`src/rtl/dfe_ctrl_pkg.sv`:
```
// Shared types and constants for the DFE core configuration/sequencing controller.
package dfe_ctrl_pkg;

    localparam int DEC_WIDTH      = 4;
    localparam int MAX_DEC_FACTOR = 16;
    localparam int DEFAULT_DEC    = 1;

    typedef enum logic [1:0] {
        IDLE    = 2'd0,
        DRAIN   = 2'd1,
        FLUSH   = 2'd2,
        RELEASE = 2'd3
    } state_t;

    typedef struct packed {
        logic                 frac_dec_bypass;
        logic                 iir_bypass_5MHz;
        logic                 iir_bypass_2_4MHz;
        logic                 cic_bypass;
        logic [DEC_WIDTH:0]   cic_dec_factor;
    } dfe_cfg_t;

    // A factor of zero would stall the CIC forever; above the max the integrators overflow.
    function automatic logic factor_legal(input logic [DEC_WIDTH:0] f, input int max_f);
        return (f != '0) && (int'(f) <= max_f);
    endfunction

endpackage

```
`src/rtl/dfe_sticky_status.sv`:
```
// Sticky overflow/underflow flags; set wins over clear, and setting is masked while the core is flushed.
module dfe_sticky_status (
    input  logic clk,
    input  logic rst_n,
    input  logic mask,
    input  logic clr,
    input  logic overflow,
    input  logic underflow,
    output logic ovf_sticky,
    output logic unf_sticky
);

    always_ff @(posedge clk) begin
        if (!rst_n) begin
            ovf_sticky <= 1'b0;
            unf_sticky <= 1'b0;
        end else begin
            ovf_sticky <= (ovf_sticky & ~clr) | (overflow & ~mask);
            unf_sticky <= (unf_sticky & ~clr) | (underflow & ~mask);
        end
    end

endmodule

```
`src/rtl/dfe_core_ctrl.sv`:
```
// Run-time configuration sequencer for the DFE core: gate input, drain, flush, apply config, reopen.
// Handshake: a sample transfers on a cycle where src_valid and src_ready are both high; upstream holds otherwise.
module dfe_core_ctrl
    import dfe_ctrl_pkg::*;
#(
    parameter int DEC_WIDTH      = dfe_ctrl_pkg::DEC_WIDTH,
    parameter int MAX_DEC_FACTOR = dfe_ctrl_pkg::MAX_DEC_FACTOR,
    parameter int DEFAULT_DEC    = dfe_ctrl_pkg::DEFAULT_DEC,
    parameter int DRAIN_CYCLES   = 64,
    parameter int FLUSH_CYCLES   = 4,
    parameter int CNT_WIDTH      = $clog2(DRAIN_CYCLES + 1)
) (
    input  logic               clk,
    input  logic               rst_n,
    input  logic               src_valid,
    output logic               src_ready,
    output logic               core_valid_in,
    input  logic               core_valid_out,
    input  logic               core_overflow,
    input  logic               core_underflow,
    output logic               core_rst_n,
    input  logic               cfg_commit,
    input  logic               cfg_frac_dec_bypass,
    input  logic               cfg_iir_bypass_5MHz,
    input  logic               cfg_iir_bypass_2_4MHz,
    input  logic               cfg_cic_bypass,
    input  logic [DEC_WIDTH:0] cfg_cic_dec_factor,
    output logic               frac_dec_bypass,
    output logic               iir_bypass_5MHz,
    output logic               iir_bypass_2_4MHz,
    output logic               cic_bypass,
    output logic [DEC_WIDTH:0] cic_dec_factor,
    output logic               cfg_busy,
    output logic               cfg_done,
    output logic               cfg_err,
    input  logic               sts_clr,
    output logic               ovf_sticky,
    output logic               unf_sticky,
    output state_t             dbg_state
);

    localparam logic [DEC_WIDTH:0] DEFAULT_FACTOR = DEFAULT_DEC[DEC_WIDTH:0];
    localparam dfe_cfg_t RESET_CFG = '{
        frac_dec_bypass:   1'b0,
        iir_bypass_5MHz:   1'b0,
        iir_bypass_2_4MHz: 1'b0,
        cic_bypass:        1'b0,
        cic_dec_factor:    DEFAULT_FACTOR
    };
    localparam logic [CNT_WIDTH-1:0] DRAIN_LAST = CNT_WIDTH'(DRAIN_CYCLES - 1);
    localparam logic [CNT_WIDTH-1:0] FLUSH_LAST = CNT_WIDTH'(FLUSH_CYCLES - 1);

    state_t               state, state_next;
    logic [CNT_WIDTH-1:0] cnt, cnt_next;
    dfe_cfg_t             pending_cfg, applied_cfg, req_cfg;
    logic                 latch_pending, load_applied, err_next, cfg_err_q;

    assign req_cfg = '{
        frac_dec_bypass:   cfg_frac_dec_bypass,
        iir_bypass_5MHz:   cfg_iir_bypass_5MHz,
        iir_bypass_2_4MHz: cfg_iir_bypass_2_4MHz,
        cic_bypass:        cfg_cic_bypass,
        cic_dec_factor:    cfg_cic_dec_factor
    };

    always_ff @(posedge clk) begin
        if (!rst_n) begin
            state       <= IDLE;
            cnt         <= '0;
            pending_cfg <= RESET_CFG;
            applied_cfg <= RESET_CFG;
            cfg_err_q   <= 1'b0;
        end else begin
            state     <= state_next;
            cnt       <= cnt_next;
            cfg_err_q <= err_next;
            if (latch_pending) pending_cfg <= req_cfg;
            if (load_applied)  applied_cfg <= pending_cfg;
        end
    end

    always_comb begin
        state_next    = state;
        cnt_next      = cnt;
        latch_pending = 1'b0;
        load_applied  = 1'b0;
        err_next      = 1'b0;
        case (state)
            IDLE: begin
                if (cfg_commit) begin
                    if (factor_legal(cfg_cic_dec_factor, MAX_DEC_FACTOR)) begin
                        latch_pending = 1'b1;
                        state_next    = DRAIN;
                        cnt_next      = '0;
                    end else begin
                        err_next = 1'b1;
                    end
                end
            end
            DRAIN: begin
                err_next = cfg_commit;
                if (core_valid_out) begin
                    cnt_next = '0;
                end else if (cnt == DRAIN_LAST) begin
                    // Load on the transition edge so the new config is visible in the first FLUSH cycle.
                    state_next   = FLUSH;
                    cnt_next     = '0;
                    load_applied = 1'b1;
                end else begin
                    cnt_next = cnt + CNT_WIDTH'(1);
                end
            end
            FLUSH: begin
                err_next = cfg_commit;
                if (cnt == FLUSH_LAST) begin
                    state_next = RELEASE;
                    cnt_next   = '0;
                end else begin
                    cnt_next = cnt + CNT_WIDTH'(1);
                end
            end
            RELEASE: begin
                err_next   = cfg_commit;
                state_next = IDLE;
            end
            default: state_next = IDLE;
        endcase
    end

    assign src_ready         = (state == IDLE);
    assign core_valid_in     = src_valid & src_ready;
    assign core_rst_n        = rst_n & (state != FLUSH);
    assign cfg_busy          = (state != IDLE);
    assign cfg_done          = (state == RELEASE);
    assign cfg_err           = cfg_err_q;
    assign dbg_state         = state;
    assign frac_dec_bypass   = applied_cfg.frac_dec_bypass;
    assign iir_bypass_5MHz   = applied_cfg.iir_bypass_5MHz;
    assign iir_bypass_2_4MHz = applied_cfg.iir_bypass_2_4MHz;
    assign cic_bypass        = applied_cfg.cic_bypass;
    assign cic_dec_factor    = applied_cfg.cic_dec_factor;

    dfe_sticky_status u_sticky (
        .clk        (clk),
        .rst_n      (rst_n),
        .mask       ((state == FLUSH) || (state == RELEASE)),
        .clr        (sts_clr),
        .overflow   (core_overflow),
        .underflow  (core_underflow),
        .ovf_sticky (ovf_sticky),
        .unf_sticky (unf_sticky)
    );

endmodule

```
`config.mk`:
```
export PLATFORM = sky130hd
export DESIGN_NAME = dfe_core_ctrl
export DESIGN_NICKNAME = d
export VERILOG_FILES = /design/src/rtl/dfe_ctrl_pkg.sv /design/src/rtl/dfe_sticky_status.sv /design/src/rtl/dfe_core_ctrl.sv
export SDC_FILE = /design/constraint.sdc
export NUM_CORES = 1
export LEC_CHECK = 0
export CORE_ASPECT_RATIO = 0.7
export CORE_MARGIN = 5
export CORE_UTILIZATION = 51
export CTS_BUF_LIST = sky130_fd_sc_hd__clkbuf_4 sky130_fd_sc_hd__clkbuf_8
export DETAILED_ROUTE_END_ITERATION = 10
export PLACE_DENSITY = 0.77
export RECOVER_POWER = 100
export SYNTH_ARGS = -nofsm -noshare
export SYNTH_HDL_FRONTEND = slang
export SYNTH_SLANG_ARGS = --single-unit
```
`constraint.sdc`:
```
create_clock -name clk -period 2 [get_ports clk]
set_input_delay 0.2 -clock clk [delete_from_list [all_inputs] [get_ports clk]]
set_output_delay 0.2 -clock clk [all_outputs]
set_load 0.1 [all_outputs]
```
==> impl_results.md <==
- Outcome: finished, final reports clean
- Mean routed wirelength per cell: 15.8 microns
- Fin area: 2070 sq um
- Chip height: 56.1 microns
- Post-synth ARST share: 0
- Die area: 4260 sq um
- GRT Total Usage: 0.203
- Global route overflow: 0
- Antenna Violating Nets Remaining: 0
- Post-synthesis mux area share: 0.136
- Post-synthesis sequential area ratio: 0.388
- Largest family of logic cells by synthesized area: simple AND/OR/NAND/NOR gates
- Syn avg cell area: roughly 9 sq um
- DR iter-0 viols: around 100
- # fillers: 223
- Min Tclk post-route: roughly 1.8 ns
- Max-Cap Viols: 0
- Core area: 2860 sq um
- # IOs: 36
- Final core occ: 0.724
- Clk pin slew, worst setup/hold paths: around 0.07 ns
- Synth cell count leaders: 32 x nand2_1, 30 x dfxtp_1, 21 x mux2i_1
- CTS tree: yes
- Setup CP Type: register to register
- Total Power: 2.69 mW
- Maximum clock insertion buffer count: 2
- Startpoint types: register
- Peak supply drop: roughly 0.0013 V
- Synth top area cells: dfxtp_1 39%, mux2i_1 14%, nand2_1 7.8%
- LEAKAGE: around 0.79 nW
- Worst Path Arrival: 1.93 ns
- Count leader, synth: nand2_1
- Initial Utilization: 0.541
- Syn nets: 195
- Post-route clock period utilization: 0.883
- Pin count of the biggest net entering global routing: 23
- R2r startpoint: cnt[0]
- Initial antenna violation count: 0
- Yosys Warn Count: 0
- Hold Crit Class: register to register
- Detail Placement HPWL: 2.84 mm
- Top FF cell, synth: dfxtp_1
- Num Clock Sinks: 30
- CTS buffer count: 5
- Post-synth EDFFs: 0
- Share of layout cells above drive strength 1: 0.199
- Slew margin rel.: 0.224
- Num rows: 16
- Global placer's final weighted congestion: 0.878
- Top-area cell type share of the netlist area: 0.388
- P per Cell Area: ~1300 nW/um^2
- Final setup vio count: 0
- Final Max Tran Viols: 0
- Port buffer count: 35
- Post-CTS sizing: 0
- Die outline width: 75.9 microns
- Crit path max fanout: 7
- R2R Path End: cic_dec_factor[0]
- Worst setup margin: 0.234 ns
- Drt pass-1 iters: 5
- N_diodes: 0
- Synth Area in Simple Gates: 0.268
- Multi-input logic area: 906 sq um
- Clk_skew: around 0.0076 ns
- Detailed Route WL: 3.98 mm
- Synth Cell Area: 1550 sq um
- Worst R2R Setup Slack: between 0.2 and 0.25 ns
- Placed Area: 2020 sq um
- Cells after synthesis: 173
- Vias/cell: roughly 5.6
- H-tree levels: 2
- Clk_lat worst skew: 0.28 ns
- Vias in the first global route: 1397
- Setup bufs post-CTS: 0
- #FFs+latches synth: 30
- Drc violations: 0
- First-pass GRT wire length: 6.56 mm
- Hold_buf cts: 0
- Max Clk Rate: roughly 0.57 GHz
- Netlist cell types: 35
- Register area: 608 sq um
- Slew @ Worst Pin: 1.17 ns
- Synth Area in Compound Gates: 0.120
- CTS Root Cell: clkbuf_8
- Vias: 1420
- Worst hold slack: 0.470 ns
- Synth Area in Adders: 0.0404
- Area Overhead vs Synth: 33.8%
- Unrepaired setup endpoints after global routing: false
- Worst EP required: 2.16 ns
- Critical Path End: cic_dec_factor[0]
- Crit end category: register
- Reg2Reg Depth: 6
- Pre-CTS setup slack: 0.0698 ns
- Nets: 237
- XOR/XNOR Fraction of Synth Area: 0.00565
- Area leader, netlist: dfxtp_1
- Critical Path Start: cnt[0]
- Fin. Hold Viols: 0
## power by group
group / internal, mW / switching (mW)
clock network: 0.531 / 0.233
logic: 0.354 / 0.861
registers: 0.661 / 0.0499
## through the flow
stage	TNS, ns	instances
floorplan	-0.935	173
detailed placement	0	244
finish	0	252
global route	0	252
CTS	0	252
global placement	0	244
## flip-flops by register name (all words and copies together) (netlist names)
register,count
cic_bypass,1
u_sticky.unf_sticky,1
cfg_err,1
iir_bypass_5MHz,1
frac_dec_bypass,1
pending_cfg,9
cic_dec_factor,5
cnt,7
iir_bypass_2_4MHz,1
u_sticky.ovf_sticky,1
dbg_state,2
## layout make-up
| type | instances | share of cell area |
|---|---|---|
| multi-input cells | 129 | 0.437 |
| flip-flops and latches | 30 | 0.293 |
| repair buffers | 43 | 0.167 |
| clock buffers | 6 | 0.0398 |
| clock inverters | 2 | 0.0290 |
| well taps | 36 | 0.0217 |
| inverters | 6 | 0.0127 |
## how the worst min path moves through the flow
stage                                end            from  cells past startpoint
after floorplan                  cfg_err      cfg_commit                      2
after global placement    pending_cfg[7]  pending_cfg[7]                      2
after detailed placement  pending_cfg[8]  pending_cfg[8]                      2
after CTS                 pending_cfg[7]  pending_cfg[7]                      2
after global routing      pending_cfg[7]  pending_cfg[7]                      2
final                     pending_cfg[8]  pending_cfg[8]                      2
## layout by cell type (no fill, tap or decap), types with 3 or more instances in the layout
| cell | Yosys | routed |
|---|---|---|
| inv_1 | 6 | 3 |
| nor2b_1 | 16 | 16 |
| and3_1 | 4 | 4 |
| ha_1 | 5 | 3 |
| nand3_1 | 3 | 3 |
| clkbuf_8 | 0 | 6 |
| clkbuf_2 | 0 | 16 |
| buf_12 | 0 | 3 |
| nand3b_1 | 3 | 3 |
| o21ai_0 | 5 | 5 |
| nand4_1 | 7 | 7 |
| buf_4 | 1 | 4 |
| a21oi_1 | 4 | 4 |
| clkdlybuf4s50_1 | 0 | 15 |
| nand2_1 | 32 | 32 |
| dfxtp_1 | 30 | 28 |
| mux2i_1 | 21 | 21 |
| clkbuf_1 | 4 | 4 |
| o211ai_1 | 5 | 5 |
## worst max-delay path, stage by stage, from the launching register on
cell and delay, ns:
dfxtp_1 0.36, ha_1 0.23, nand3_1 0.19, nor3b_2 0.28
clkbuf_2 0.28, mux2i_1 0.24, nand2_1 0.07
## routing by layer
metal	share of wire	vias up	GRT usage
met5	0	-	0
met1	0.45	667	0.251
li1	-	694	-
met2	0.46	54	0.309
met4	0.0095	0	0.0574
met3	0.076	5	0.0975
## kinds of logic (layout without fill, tap and decap cells)
logic type,after synthesis,count (layout)
xor+xnor,1,1
fa+ha+maj,5,5
buf+inv,14,57
mux,21,21
compound gates,26,26
flops,30,30
simple gates,76,76
(Power assumes the default switching activity.)
